$ cat src/rtl/approx_mul_pipe.sv
// Three-stage pipelined unsigned multiplier with per-transaction exact/approximate mode,
// valid/ready flow control, a sideband tag and a saturating count of approximate results.
module approx_mul_pipe #(
  parameter int WIDTH       = 8,
  parameter int TRUNC       = 4,
  parameter int APPROX_COLS = 8,
  parameter int TAG_W       = 4,
  parameter int CNT_W       = 16
) (
  input  logic               clk,
  input  logic               rst_n,
  input  logic               in_valid,
  output logic               in_ready,
  input  logic [WIDTH-1:0]   in_a,
  input  logic [WIDTH-1:0]   in_b,
  input  logic               in_mode,
  input  logic [TAG_W-1:0]   in_tag,
  output logic               out_valid,
  input  logic               out_ready,
  output logic [2*WIDTH-1:0] out_p,
  output logic               out_mode,
  output logic [TAG_W-1:0]   out_tag,
  output logic [CNT_W-1:0]   cnt_approx,
  input  logic               cnt_clr
);

  localparam int P = 2 * WIDTH;
  localparam logic [P-1:0] ONES   = '1;
  localparam logic [P-1:0] H_MASK = ONES << APPROX_COLS;
  localparam logic [P-1:0] L_MASK = (ONES << TRUNC) & ~H_MASK;

  generate
    if (TRUNC < 0 || TRUNC > APPROX_COLS || APPROX_COLS > P - 1) begin : g_bad_params
      $error("approx_mul_pipe: illegal TRUNC/APPROX_COLS combination");
    end
  endgenerate

  // Handshake: a transfer happens on an edge where valid && ready. The whole pipe advances
  // together unless the output holds an unconsumed result; in_ready mirrors that advance.
  logic adv;
  assign adv      = !(out_valid && !out_ready);
  assign in_ready = adv;

  logic             s1_valid;
  logic [WIDTH-1:0] s1_a;
  logic [WIDTH-1:0] s1_b;
  logic             s1_mode;
  logic [TAG_W-1:0] s1_tag;

  logic             s2_valid;
  logic [P-1:0]     s2_x;
  logic [P-1:0]     s2_y;
  logic             s2_mode;
  logic [TAG_W-1:0] s2_tag;

  logic [P-1:0] row;
  logic [P-1:0] lo_sum;
  logic [P-1:0] hi_sum;
  logic [P-1:0] h_sum;
  logic [P-1:0] rows_or;
  logic [P-1:0] x_next;
  logic [P-1:0] y_next;

  // Each shifted row holds one partial product per column, so OR-ing the rows gives the
  // per-column OR used by the approximate band.
  always_comb begin
    row     = '0;
    lo_sum  = '0;
    hi_sum  = '0;
    h_sum   = '0;
    rows_or = '0;
    for (int i = 0; i < WIDTH; i++) begin
      row = s1_b[i] ? (P'(s1_a) << i) : '0;
      if (i < WIDTH / 2) lo_sum = lo_sum + row;
      else               hi_sum = hi_sum + row;
      h_sum   = h_sum + (row & H_MASK);
      rows_or = rows_or | row;
    end
    if (s1_mode) begin
      x_next = h_sum;
      y_next = rows_or & L_MASK;
    end else begin
      x_next = lo_sum;
      y_next = hi_sum;
    end
  end

  always_ff @(posedge clk) begin
    if (!rst_n) begin
      s1_valid  <= 1'b0;
      s1_a      <= '0;
      s1_b      <= '0;
      s1_mode   <= 1'b0;
      s1_tag    <= '0;
      s2_valid  <= 1'b0;
      s2_x      <= '0;
      s2_y      <= '0;
      s2_mode   <= 1'b0;
      s2_tag    <= '0;
      out_valid <= 1'b0;
      out_p     <= '0;
      out_mode  <= 1'b0;
      out_tag   <= '0;
    end else if (adv) begin
      s1_valid <= in_valid;
      if (in_valid) begin
        s1_a    <= in_a;
        s1_b    <= in_b;
        s1_mode <= in_mode;
        s1_tag  <= in_tag;
      end
      s2_valid <= s1_valid;
      if (s1_valid) begin
        s2_x    <= x_next;
        s2_y    <= y_next;
        s2_mode <= s1_mode;
        s2_tag  <= s1_tag;
      end
      out_valid <= s2_valid;
      if (s2_valid) begin
        out_p    <= s2_x + s2_y;
        out_mode <= s2_mode;
        out_tag  <= s2_tag;
      end
    end
  end

  logic cnt_inc;
  assign cnt_inc = out_valid && out_ready && out_mode && (cnt_approx != {CNT_W{1'b1}});

  always_ff @(posedge clk) begin
    if (!rst_n || cnt_clr) begin
      cnt_approx <= '0;
    end else if (cnt_inc) begin
      cnt_approx <= cnt_approx + 1'b1;
    end
  end

endmodule

$ cat config.mk
export PLATFORM = sky130hd
export DESIGN_NAME = approx_mul_pipe
export DESIGN_NICKNAME = d
export VERILOG_FILES = /design/src/rtl/approx_mul_pipe.sv
export SDC_FILE = /design/constraint.sdc
export NUM_CORES = 1
export LEC_CHECK = 0
export CAP_MARGIN = 20
export CORE_MARGIN = 1
export CORE_UTILIZATION = 34
export DETAILED_ROUTE_END_ITERATION = 7
export SYNTH_ARGS = -nofsm -noshare
export SYNTH_HDL_FRONTEND = slang
export SYNTH_SLANG_ARGS = --single-unit
$ cat constraint.sdc
create_clock -name clk -period 3.73 [get_ports clk]
set_input_delay 0.5595 -clock clk [delete_from_list [all_inputs] [get_ports clk]]
set_output_delay 0.5595 -clock clk [all_outputs]
set_load 0.02 [all_outputs]
### Word-level counts from Yosys, hierarchy flattened

Cells that the tools add are included.

| storage, ports and cells | value |
|---|---|
| word-level logic and storage cells | 60 |
| flip-flop bits (word level) | 98 |
| bits of input ports | 26 |
| output and inout port bits | 39 |

| operators by class | value |
|---|---|
| bitwise gates (word level) | 8 |
| reductions and logical operators | 11 |
| add/subtract/negate cells | 15 |
| equality and inequality tests | 1 |
| multiplexer cells | 10 |

Operator list:

| kind | count |
|---|---|
| 8-bit bitwise OR | 7 |
| 15-bit by 15-bit adder with 16-bit output | 2 |
| 16-bit two-way mux | 2 |
| 14-bit by 14-bit adder with 15-bit output | 2 |
| 11-bit by 11-bit adder with 12-bit output | 2 |
| 10-bit by 10-bit adder with 11-bit output | 2 |
| 16-bit by 1-bit adder with 16-bit output, second input constant | 1 |
| 16-bit adder | 1 |
| 16-bit != test, second input constant | 1 |
| 15-bit two-way mux | 1 |
| 12-bit by 13-bit adder with 14-bit output | 1 |
| 13-bit by 13-bit adder with 14-bit output | 1 |
| 14-bit two-way mux | 1 |
| 12-bit by 12-bit adder with 13-bit output | 1 |
| 13-bit two-way mux | 1 |
| 12-bit two-way mux | 1 |
| 11-bit two-way mux | 1 |
| 1-bit by 9-bit adder with 10-bit output, first input constant | 1 |
| 8-bit by 9-bit adder with 10-bit output | 1 |
| 10-bit two-way mux | 1 |
| 9-bit two-way mux | 1 |
| 8-bit two-way mux | 1 |
| 2-bit AND reduction | 3 |
| 1-bit logical AND | 4 |
| 3 further kinds | 5 |

### Depth between registers and ports, before layout

Gate-level depths: netlist of the first run.

| logic depth | value |
|---|---|
| depth after elaboration | 9 |
| mapped depth | 16 |
| gate-level depth less buffers | 15 |

### Worst setup path before layout of the first run

Ideal clock, no wire load.

| path | value |
|---|---|
| kind | reg2reg |
| start point | register s1_a[4] |
| end point | register s2_x[14] |
| setup slack | -0.074 ns |
| period minus slack after synthesis | 3.804 ns |
| data required time | 3.660 ns |
| stages on the path, launching flop included | 15 |
| setup time | 0.070 ns |
| arrival time | 3.734 ns |
| buffers on the path | 1 |
| cell sequence | dfxtp_1 -> clkbuf_1 -> nand2_1 -> fa_1 -> fa_1 -> inv_1 -> fa_1 -> ha_1 -> ha_1 -> a31o_2 -> a21o_1 -> a21oi_1 -> xnor2_1 -> nand3_1 -> a21oi_1 |

| between the ends | value |
|---|---|
| longest elaborated chain between the ends | 6 |
| elaborated cells between the ends (all ways) | 9 |
| classes of those cells | add/sub (4); mux (5) |

RTL lines:

| element | RTL line | source |
|---|---|---|
| start: declaration | 45 | `logic [WIDTH-1:0] s1_a;` |
| start signal: assignment | 107 | `s1_a <= in_a;` |
| 12-bit two-way mux | 73 | `row = s1_b[i] ? (P'(s1_a) << i) : '0;` |
| 12-bit by 12-bit adder with 13-bit output | 76 | `h_sum = h_sum + (row & H_MASK);` |
| 13-bit by 13-bit adder with 14-bit output | 76 |  |
| 14-bit by 14-bit adder with 15-bit output | 76 |  |
| 15-bit by 15-bit adder with 16-bit output (*) | 76 |  |
| 16-bit two-way mux (*) | 79 | `if (s1_mode) begin` |
| end signal: assignment | 114 | `s2_x <= x_next;` |
| end: declaration | 51 | `logic [P-1:0] s2_x;` |

Mark *: on every way between the ends. The rest lies on a longest branch, timed or not.
A chain may end at the register's enable or synchronous reset.

### Worst setup path after layout of the first run

| path | value |
|---|---|
| start point | register s1_a[6] |
| end point | register s2_x[14] |

| between the ends | value |
|---|---|
| longest elaborated chain between the ends | 8 |
| elaborated cells between the ends (all ways) | 13 |
| classes of those cells | add/sub (6); mux (7) |

RTL lines:

| element | RTL line |
|---|---|
| 10-bit two-way mux | 73 |
| 10-bit by 10-bit adder with 11-bit output | 76 |
| 11-bit by 11-bit adder with 12-bit output | 76 |
| 12-bit by 12-bit adder with 13-bit output | 76 |
| 13-bit by 13-bit adder with 14-bit output | 76 |
| 14-bit by 14-bit adder with 15-bit output | 76 |
| 15-bit by 15-bit adder with 16-bit output (*) | 76 |
| 16-bit two-way mux (*) | 79 |

Marked as above.

==> reports/qor.txt, run 1 <==
Status = completed
Core area = 18,700 um2
R2R Path Start = s1_a[6]$_SDFFE_PN0P_
IO Port Bufs = 64
Crit path cell chain = nand2_1, fa_1, fa_1, inv_1, fa_1, ha_1, ha_4, a31o_2, a21o_1, a21oi_2, xnor2_1, nand3_1, a21oi_1
Commonest non-fill, non-tap cell in the layout = nand2_1
DRT antenna net count = 0
Antenna violations before repair = 0
CTS HTree Levels = 3
Final WL = 15,000 um
Net count reported at finish = 980
CTS tree = built
DRT iter0 DRCs = 326
CTS Hold Bufs = 0
First-pass GRT wire length = 24,900 um
Cell repeated most along the worst path = fa_1
Total GRT Usage = 15.8%
Main synth FF type = dfxtp_1
Clock skew = 0.00738 ns
Cell row count = 50
Die W = 140 um
Die Y = 140 um
Crit path from = s1_a[6]$_SDFFE_PN0P_
Clock buffer depth = 2
CTS Root Cell = clkbuf_16
Worst Max-Slew Pin Slew = 0.911 ns
# Max-Cap Violations = 0
Layout area overhead = 20.0%
Buf/Inv on CP = 1
Arr. time, crit path = 3.89 ns
Delay of the slowest critical-path stage = 0.54 ns
Setup tns final = 0 ns
DP Area = 7460 um2
Pre-Repair DR Iteration Count = 6
Design area = 7790 um2
Final period util = 96.7%
Hold Fails Final Rpt = 0
Worst Hold Class = register to register
Cell Pwr Density = 284 nW/um2
Hold Slack = 0.452 ns
Hpwl dp = 11,800 um
Final slew viol count = 0
Register area share after synthesis = 29.0%
Avg Inst Size Synth = 8.16 um2
DR vias = 5,321
Commonest cells after routing, fill and taps aside = nand2_1, dfxtp_1, a21oi_1
CP Max Fanout = 4
Gpl congestion = 0.856
GRT overflow = 0
Final setup fails = 0
Flop and latch count out of synthesis = 94
Vias in the first global route = 4,964
Pin count of the biggest net entering global routing = 45
Initial Utilization = 34.7%
Sink Count = 94
Skew-Pair Late Insertion Delay = 0.35 ns
FF-to-FF End = s2_x[14]$_SDFFE_PN0P_
Post-layout min period = 3.61 ns
Crit Path Category = register to register
Synth cell types = 55
Levels on crit path = 13
Tot Pwr = 0.00221 W
Clk slew on worst S/H paths = 0.07 ns
CTS Buf Count = 9
CP delay by family, top = adder cells
Wirelength per Cell = 13.7 um
ANT cells = 0
Slew headroom = 39.2%
Post-DR vias/cell = 4.86
Synth Instances = 796
Cell Area, Synth = 6490 um2
Critical path capture point type = register
Die ar. = 19,700 um2
I/O Pins = 65
Reg2Reg Depth = 13
DRC viols = 0
Fill cells = 1,904
Startpoint types = register
Synth warnings = 0
CP Capture Point = s2_x[14]$_SDFFE_PN0P_
CP required = 4.01 ns
Worst path slowest cell = fa_1
Syn nets = 920
Fmax = 277 MHz
Share of cells above drive strength 1 = 7.20%
P_leak = 3.34 nW
Max VDD drop = 0.000212 V
Async S/R FF share, synth = 0%
Number of synthesized flops with an enable pin = 0
Reg-to-reg setup timing slack = 0.12 ns
routing by layer:
metal,up-vias,routed length [um],part of all wire (%),global-route usage (%)
li1,2787,-,-,-
met1,2419,7570,50,22.1
met2,108,6680,44,24.8
met3,7,677,4.5,3.59
met4,0,102,0.68,3.47
met5,-,0,0,0
through the flow:
stage	std cells	util [%]	setup WS, ns
floorplan	796	-	0.0196
global placement	1078	39.9	0.0318
detailed placement	1078	39.9	0.0131
CTS	1094	41.5	0.00894
global route	1095	41.7	-0.00713
finish	1095	41.7	0.123
cell usage after synthesis (3+ instances only):
master | instances | area [um2]
a211oi_1 | 10 | 75.1
a21o_1 | 6 | 45.0
a21oi_1 | 74 | 370
a31oi_1 | 4 | 25.0
and2_1 | 30 | 188
and3_1 | 4 | 25.0
buf_2 | 6 | 30.0
clkbuf_1 | 33 | 124
dfxtp_1 | 94 | 1880
fa_1 | 39 | 781
ha_1 | 59 | 738
inv_1 | 67 | 251
mux2i_1 | 5 | 50.1
nand2_1 | 147 | 552
nand2b_1 | 3 | 18.8
nand3_1 | 18 | 90.1
nand3b_1 | 5 | 37.5
nand4_1 | 10 | 62.6
nor2_1 | 46 | 173
nor2b_1 | 11 | 68.8
nor3_1 | 14 | 70.1
nor4_1 | 9 | 56.3
o211ai_1 | 4 | 30.0
o21a_1 | 5 | 37.5
o21ai_0 | 18 | 90.1
o31ai_1 | 5 | 37.5
xnor2_1 | 18 | 158
xor2_1 | 13 | 114
cell type report:
class                      count  area (um2)  share of cell area, %
clock buffer                   9         225                   2.89
clock inverter                 7        63.8                  0.819
inverter                      67         251                   3.23
multi-input combinational    593        4220                   54.1
sequential                    94        1880                   24.2
tap                          234         293                   3.76
timing repair buffer          91         856                   11.0
where the power goes:
part | internal (W) | leakage [nW] | switching (W)
clock network | 0.000466 | 0.140 | 0.000438
registers | 0.00103 | 0.763 | 0.0000229
logic | 0.000108 | 2.43 | 0.000147
total | 0.00160 | 3.34 | 0.000608
logic make-up (layout without fill, tap and decap cells):
| family | count (synthesis) | in the layout | synth area share, % |
|---|---|---|---|
| AND/OR/NAND/NOR | 313 | 313 | 22.7 |
| buffers and inverters | 109 | 174 | 6.48 |
| flip-flops | 94 | 94 | 29.0 |
| multiplexers | 5 | 5 | 0.771 |
| XOR/XNOR | 31 | 31 | 4.18 |
| AO/OA/AOI/OAI | 146 | 146 | 13.5 |
| adder cells (fa/ha/maj) | 98 | 98 | 23.4 |
state kept, by name (all words and copies together), names as in the netlist:
signal,flops
cnt_approx,16
out_mode,1
out_p,16
out_tag,4
out_valid,1
s1_a,8
s1_b,8
s1_mode,1
s1_tag,4
s1_valid,1
s2_mode,1
s2_tag,4
s2_valid,1
s2_x,16
s2_y,12
how the worst min path moves through the flow:
stage	slack (ns)	depth (start not counted)	endpoint	start
floorplan	0.43	2	s2_tag[0]$_SDFFE_PN0P_	s1_tag[0]$_SDFFE_PN0P_
global route	0.47	2	s2_x[12]$_SDFFE_PN0P_	s2_x[12]$_SDFFE_PN0P_
CTS	0.45	2	out_p[1]$_SDFFE_PN0P_	s2_x[1]$_SDFFE_PN0P_
detailed placement	0.45	2	s2_tag[0]$_SDFFE_PN0P_	s1_tag[0]$_SDFFE_PN0P_
global placement	0.44	2	out_p[1]$_SDFFE_PN0P_	s2_x[1]$_SDFFE_PN0P_
finish	0.45	2	out_p[1]$_SDFFE_PN0P_	s2_x[1]$_SDFFE_PN0P_
worst register-to-register path: stages, from the launching register on:
cell and delay [ns]:
dfxtp_2 0.36, nand2_1 0.08, fa_1 0.53, fa_1 0.54, inv_1 0.05, fa_1 0.47
ha_1 0.35, ha_4 0.23, a31o_2 0.23, a21o_1 0.18, a21oi_2 0.14, xnor2_1 0.13
nand3_1 0.09, a21oi_1 0.16
repair_timing:
item | 4_1_cts | 5_1_grt
endpoints found under the setup margin | 1 | 5
setup buffers | 0 | 1
gates resized for setup | 1 | 8
pin swaps | 1 | 7
Power figures use the tool's default switching activity.
==> inputs of run 2 (changes only) <==
--- a/config.mk
+++ b/config.mk
@@ -7,8 +7,9 @@
 export LEC_CHECK = 0
 export CAP_MARGIN = 20
 export CORE_MARGIN = 1
-export CORE_UTILIZATION = 34
+export CORE_UTILIZATION = 40
 export DETAILED_ROUTE_END_ITERATION = 7
+export PLACE_DENSITY_LB_ADDON = 0.12
 export SYNTH_ARGS = -nofsm -noshare
 export SYNTH_HDL_FRONTEND = slang
 export SYNTH_SLANG_ARGS = --single-unit
==> run 2 against run 1 <==
Utilization up 7.6 points. Register-to-register slack barely moved. Clock-buffer cell count stayed put. Fmax is 0.34% higher. Worst setup slack gained 0.012 ns. Clock power grew 0.6%. Wire length grew 3.2%. First-iteration DRC count fell by 1.5%. Hold slack improved by 0.0012 ns. Critical path type unchanged. Largest cell class unchanged. Highest routed layer unchanged.
==> reports/qor.txt, run 2 (synthesized netlist as in run 1, its figures left out) <==
Clock skew = 0.00510 ns
IO Port Bufs = 64
FF-to-FF End = s2_x[14]$_SDFFE_PN0P_
Worst setup margin = 0.135 ns
Reg-to-reg setup timing slack = 0.13 ns
Cell Pwr Density = 284 nW/um2
Buf/Inv on CP = 1
Post-layout min period = 3.60 ns
Setup tns final = 0 ns
R2R Path Start = s1_a[7]$_SDFFE_PN0P_
Reg2Reg Depth = 13
Layout area overhead = 20.5%
Arr. time, crit path = 3.88 ns
Delay of the slowest critical-path stage = 0.56 ns
Final core utilization = 49.2%
Dpl cells = 1,065
I/O Pins = 65
Clock buffer depth = 2
Final period util = 96.4%
Gpl congestion = 0.904
Crit path cell chain = nand2_2, fa_2, fa_1, inv_1, fa_1, ha_1, ha_4, a31o_2, a21o_1, a21oi_2, xnor2_1, nand3_1, a21oi_1
Worst Max-Slew Pin Slew = 0.827 ns
Clk slew on worst S/H paths = 0.07 ns
CTS Hold Bufs = 0
CTS Buf Count = 9
Pre-Repair DR Iteration Count = 4
Final non-filler cell total = 1,082
Status = completed
Share of cells above drive strength 1 = 8.31%
First-pass GRT wire length = 25,100 um
Net count reported at finish = 985
Die Y = 129 um
Commonest non-fill, non-tap cell in the layout = nand2_1
Crit Path Category = register to register
P_leak = 3.37 nW
Multi-input gate area = 4230 um2
DRT iter0 DRCs = 321
ANT cells = 0
Hpwl dp = 12,100 um
Startpoint types = register
GRT overflow = 0
Antenna violations before repair = 0
# Max-Cap Violations = 0
Cell row count = 46
Pre-CTS setup slack = -0.0478 ns
CP required = 4.01 ns
Core area = 15,900 um2
CP delay by family, top = adder cells
Cell repeated most along the worst path = fa_1
Initial Utilization = 40.9%
Vias in the first global route = 5,087
Commonest cells after routing, fill and taps aside = nand2_1, dfxtp_1, a21oi_1
Post-DR vias/cell = 5.03
Skew-Pair Late Insertion Delay = 0.35 ns
Hold Fails Final Rpt = 0
Final slew viol count = 0
Hold path endpoint = out_tag[3]$_SDFFE_PN0P_
Worst Hold Class = register to register
CTS tree = built
Hold path depth = 2
Critical path capture point type = register
Fmax = 278 MHz
Sink Count = 94
Slew headroom = 44.9%
Worst path slowest cell = fa_1
DRT antenna net count = 0
Hold Path Origin = s2_tag[3]$_SDFFE_PN0P_
Total GRT Usage = 19.3%
Pin count of the biggest net entering global routing = 66
DRC viols = 0
Final setup fails = 0
CP Max Fanout = 4
Final WL = 15,500 um
Register area = 1890 um2
DR vias = 5,438
Largest registers = cnt_approx (16), out_p (16), s2_x (16)
CTS HTree Levels = 3
Die W = 129 um
Fill cells = 1,586
Die ar. = 16,700 um2
CTS Root Cell = clkbuf_16
Wirelength per Cell = 14.3 um
Max VDD drop = 0.000212 V
[run 2: changes by cell type in the layout (fill, tap and decap cells not counted), sizes merged]
cell / delta
inv: -1
clkinv: +1
buf: +5
[run 2: final cells by class]
type	instances	share of cell area (%)
clock buffers	9	2.88
repair buffers	96	11.5
well taps	216	3.45
flip-flops and latches	94	24.1
inverters	67	3.21
multi-input cells	593	54.0
clock inverters	7	0.848
[run 2: metal layers]
layer	GRT usage, %	wire length [um]
met4	5.88	218
met1	26.4	7540
met3	3.01	534
met5	0	0
met2	31.2	7230
[run 2: what timing repair did]
action,4_1_cts,5_1_grt
pin swaps,3,10
resized for setup,1,15
setup buffers,0,1
endpoints found under the setup margin,2,5
[run 2: where the power goes]
part | switching, W | total, W | internal [W] | leakage (nW)
sequential | 0.0000216 | 0.00105 | 0.00103 | 0.764
clock | 0.000442 | 0.000909 | 0.000468 | 0.141
combinational | 0.000151 | 0.000261 | 0.000110 | 2.46
[run 2: stage by stage]
| step | hold slack (ns) | instance area [um2] | power (W) |
|---|---|---|---|
| floorplan | 0.432 | 6500 | 0.00123 |
| global placement | 0.441 | 7480 | 0.00133 |
| detailed placement | 0.447 | 7480 | 0.00133 |
| CTS | 0.457 | 7770 | 0.00225 |
| global route | 0.477 | 7820 | 0.00233 |
| finish | 0.453 | 7820 | 0.00222 |
[run 2: worst max path at each step]
stage | to | cells past startpoint | start | slack [ns]
global route | s2_x[14]$_SDFFE_PN0P_ | 13 | s1_a[7]$_SDFFE_PN0P_ | -0.007
detailed placement | s2_x[14]$_SDFFE_PN0P_ | 13 | s1_a[7]$_SDFFE_PN0P_ | -0.05
CTS | s2_x[14]$_SDFFE_PN0P_ | 13 | s1_b[7]$_SDFFE_PN0P_ | 0.03
global placement | s2_x[14]$_SDFFE_PN0P_ | 13 | s1_a[7]$_SDFFE_PN0P_ | 0.03
finish | s2_x[14]$_SDFFE_PN0P_ | 13 | s1_a[7]$_SDFFE_PN0P_ | 0.13
floorplan | s2_x[14]$_SDFFE_PN0P_ | 14 | s1_a[4]$_SDFFE_PN0P_ | 0.02
[run 2: tightest hold or removal path: stages (launching register included)]
cell	delay [ns]
dfxtp_1	0.31
nand2_1	0.05
a21oi_1	0.05
==> inputs of run 3 (changes only) <==
--- a/config.mk
+++ b/config.mk
@@ -9,6 +9,7 @@
 export CORE_MARGIN = 1
 export CORE_UTILIZATION = 40
 export DETAILED_ROUTE_END_ITERATION = 7
+export GPL_TIMING_DRIVEN = 0
 export PLACE_DENSITY_LB_ADDON = 0.12
 export SYNTH_ARGS = -nofsm -noshare
 export SYNTH_HDL_FRONTEND = slang
==> run 3 against run 2 <==
Register-to-register slack lost 0.08 ns. Hold slack lost 0.0021 ns. Via count grew 2.3%. Die area is the same. Global-route usage grew 1.3 points. Non-clock buffer count grew 12. Clock-buffer cell count is the same. Fmax shrank 2.1%. Wire length grew 6.8%. Clock power grew 2%. Final area grew 1.3%. Critical path type unchanged. Largest cell class unchanged.
==> reports/qor.txt, run 3 (synthesized netlist as in run 1, its figures left out) <==
Status = completed
Psw = 0.000633 W
Antenna violations before repair = 0
Total GRT Usage = 20.5%
Final setup fails = 0
R2R Path Start = s1_b[4]$_SDFFE_PN0P_
Fmax = 272 MHz
RSZ-0062 raised after global routing = yes
Worst Max-Slew Pin Slew = 0.647 ns
DRC viols = 0
Reg-to-reg setup timing slack = 0.06 ns
Crit Path Category = register to register
ANT cells = 0
Max VDD drop = 0.000209 V
IO Port Bufs = 63
FF-to-FF End = s2_x[14]$_SDFFE_PN0P_
Vias in the first global route = 5,381
P_leak = 3.37 nW
Initial Utilization = 40.9%
Worst setup margin = 0.0559 ns
Net count reported at finish = 997
Die W = 129 um
Commonest cells after routing, fill and taps aside = nand2_1, dfxtp_1, a21oi_1
Commonest non-fill, non-tap cell in the layout = nand2_1
DRT antenna net count = 0
Share of cells above drive strength 1 = 8.43%
Comb power frac = 12.1%
Core area = 15,900 um2
Hpwl dp = 13,200 um
CP Max Fanout = 5
# Max-Cap Violations = 0
Int Pwr = 0.00162 W
Arr. time, crit path = 3.94 ns
GRT overflow = 0
Startpoint types = register
Reg2Reg Depth = 14
Final period util = 98.5%
Pin count of the biggest net entering global routing = 20
Slew headroom = 56.8%
CTS tree = built
DR vias = 5,562
CP required = 4.00 ns
Post-layout min period = 3.67 ns
Hold Fails Final Rpt = 0
Cell Pwr Density = 284 nW/um2
Hold path depth = 2
Tot Pwr = 0.00225 W
Wirelength per Cell = 15.1 um
Skew-Pair Late Insertion Delay = 0.35 ns
First-pass GRT wire length = 26,800 um
Sink Count = 94
Post-DR vias/cell = 5.08
CTS Root Cell = clkbuf_16
Crit path from = s1_b[4]$_SDFFE_PN0P_
DRT iter0 DRCs = 207
Clk slew on worst S/H paths = 0.08 ns
I/O Pins = 65
Clock buffer depth = 2
Hold path endpoint = out_tag[0]$_SDFFE_PN0P_
CTS HTree Levels = 3
CTS Buf Count = 9
Clock skew = 0.0114 ns
Pre-CTS setup slack = -0.319 ns
Final slew viol count = 0
Layout area overhead = 22.1%
Hold Path Origin = s2_tag[0]$_SDFFE_PN0P_
Final WL = 16,600 um
Largest registers = cnt_approx (16), out_p (16), s2_x (16)
Sequential power share = 46.9%
Die Y = 129 um
CTS Hold Bufs = 0
Clock power share = 41.0%
Final core utilization = 49.9%
Critical path capture point type = register
Gpl congestion = 0.835
Die ar. = 16,700 um2
Worst Hold Class = register to register
Pre-Repair DR Iteration Count = 4
Switch share = 28.1%
Cell row count = 46
==> run 3: cell count changes in the layout (fill, tap and decap cells not counted), sizes merged <==
| cell | change |
|---|---|
| clkdlybuf4s50 | -1 |
| clkbuf | +21 |
| buf | -8 |
==> run 3: area by class of cell <==
type | instances | area (um2)
fill | 1601 | 7960
tap | 216 | 270
sequential | 94 | 1910
timing repair buffer | 73 | 723
buffer | 35 | 203
multi-input combinational | 593 | 4260
clock inverter | 7 | 80.1
clock buffer | 9 | 225
inverter | 67 | 251
==> run 3: through the flow <==
| step | instances | setup TNS [ns] | hold WS (ns) | cell area (um2) |
|---|---|---|---|---|
| after global routing | 1094 | -0.0750 | 0.482 | 7930 |
| after detailed placement | 1075 | -0.789 | 0.444 | 7400 |
| after floorplan | 796 | 0 | 0.432 | 6500 |
| final | 1094 | 0 | 0.451 | 7930 |
| after global placement | 1075 | -0.537 | 0.446 | 7400 |
| after CTS | 1087 | 0 | 0.449 | 7780 |
==> run 3: repair_timing <==
| item | 4_1_cts | 5_1_grt |
|---|---|---|
| setup buffers | 0 | 9 |
| pin swaps | 5 | 15 |
| endpoints found under the hold margin | 0 | 0 |
| cloned | 0 | 1 |
| setup endpoints to repair | 5 | 9 |
| resized for setup | 23 | 33 |
==> run 3: routing by layer <==
layer,track usage (%),wire [um],vias up
met2,36.1,8120,120
met1,25.8,7530,2604
met3,3.22,649,18
met5,0,0,-
li1,-,-,2820
met4,6.16,273,0
==> run 3: worst max-delay path by stage <==
stage | endpoint | slack, ns | cells after the start
6_report | s2_x[14]$_SDFFE_PN0P_ | 0.06 | 14
5_1_grt | s2_x[14]$_SDFFE_PN0P_ | -0.07 | 14
4_1_cts | s2_x[14]$_SDFFE_PN0P_ | 0.006 | 13
3_5_place_dp | s2_x[14]$_SDFFE_PN0P_ | -0.32 | 15
3_3_place_gp | s2_x[14]$_SDFFE_PN0P_ | -0.29 | 15
2_1_floorplan | s2_x[14]$_SDFFE_PN0P_ | 0.02 | 14
==> run 3: power groups by stage <==
stage               registers, W  clock network [W]  logic, W
floorplan                0.00106                  0  0.000165
detailed placement       0.00107                  0  0.000266
finish                   0.00106           0.000923  0.000274
CTS                      0.00105           0.000944  0.000266
global placement         0.00107                  0  0.000261
global route             0.00106           0.000978  0.000306
==> run 3: critical path, cell delays in order (launching register included) <==
cell and delay, ns:
dfxtp_4 0.36, buf_8 0.12, nand2_4 0.05, fa_1 0.50
fa_1 0.59, inv_2 0.04, fa_1 0.55, ha_4 0.22
ha_4 0.23, a31o_4 0.22, a21o_1 0.17, a21oi_2 0.13
xnor2_1 0.13, nand3_1 0.11, a21oi_1 0.18
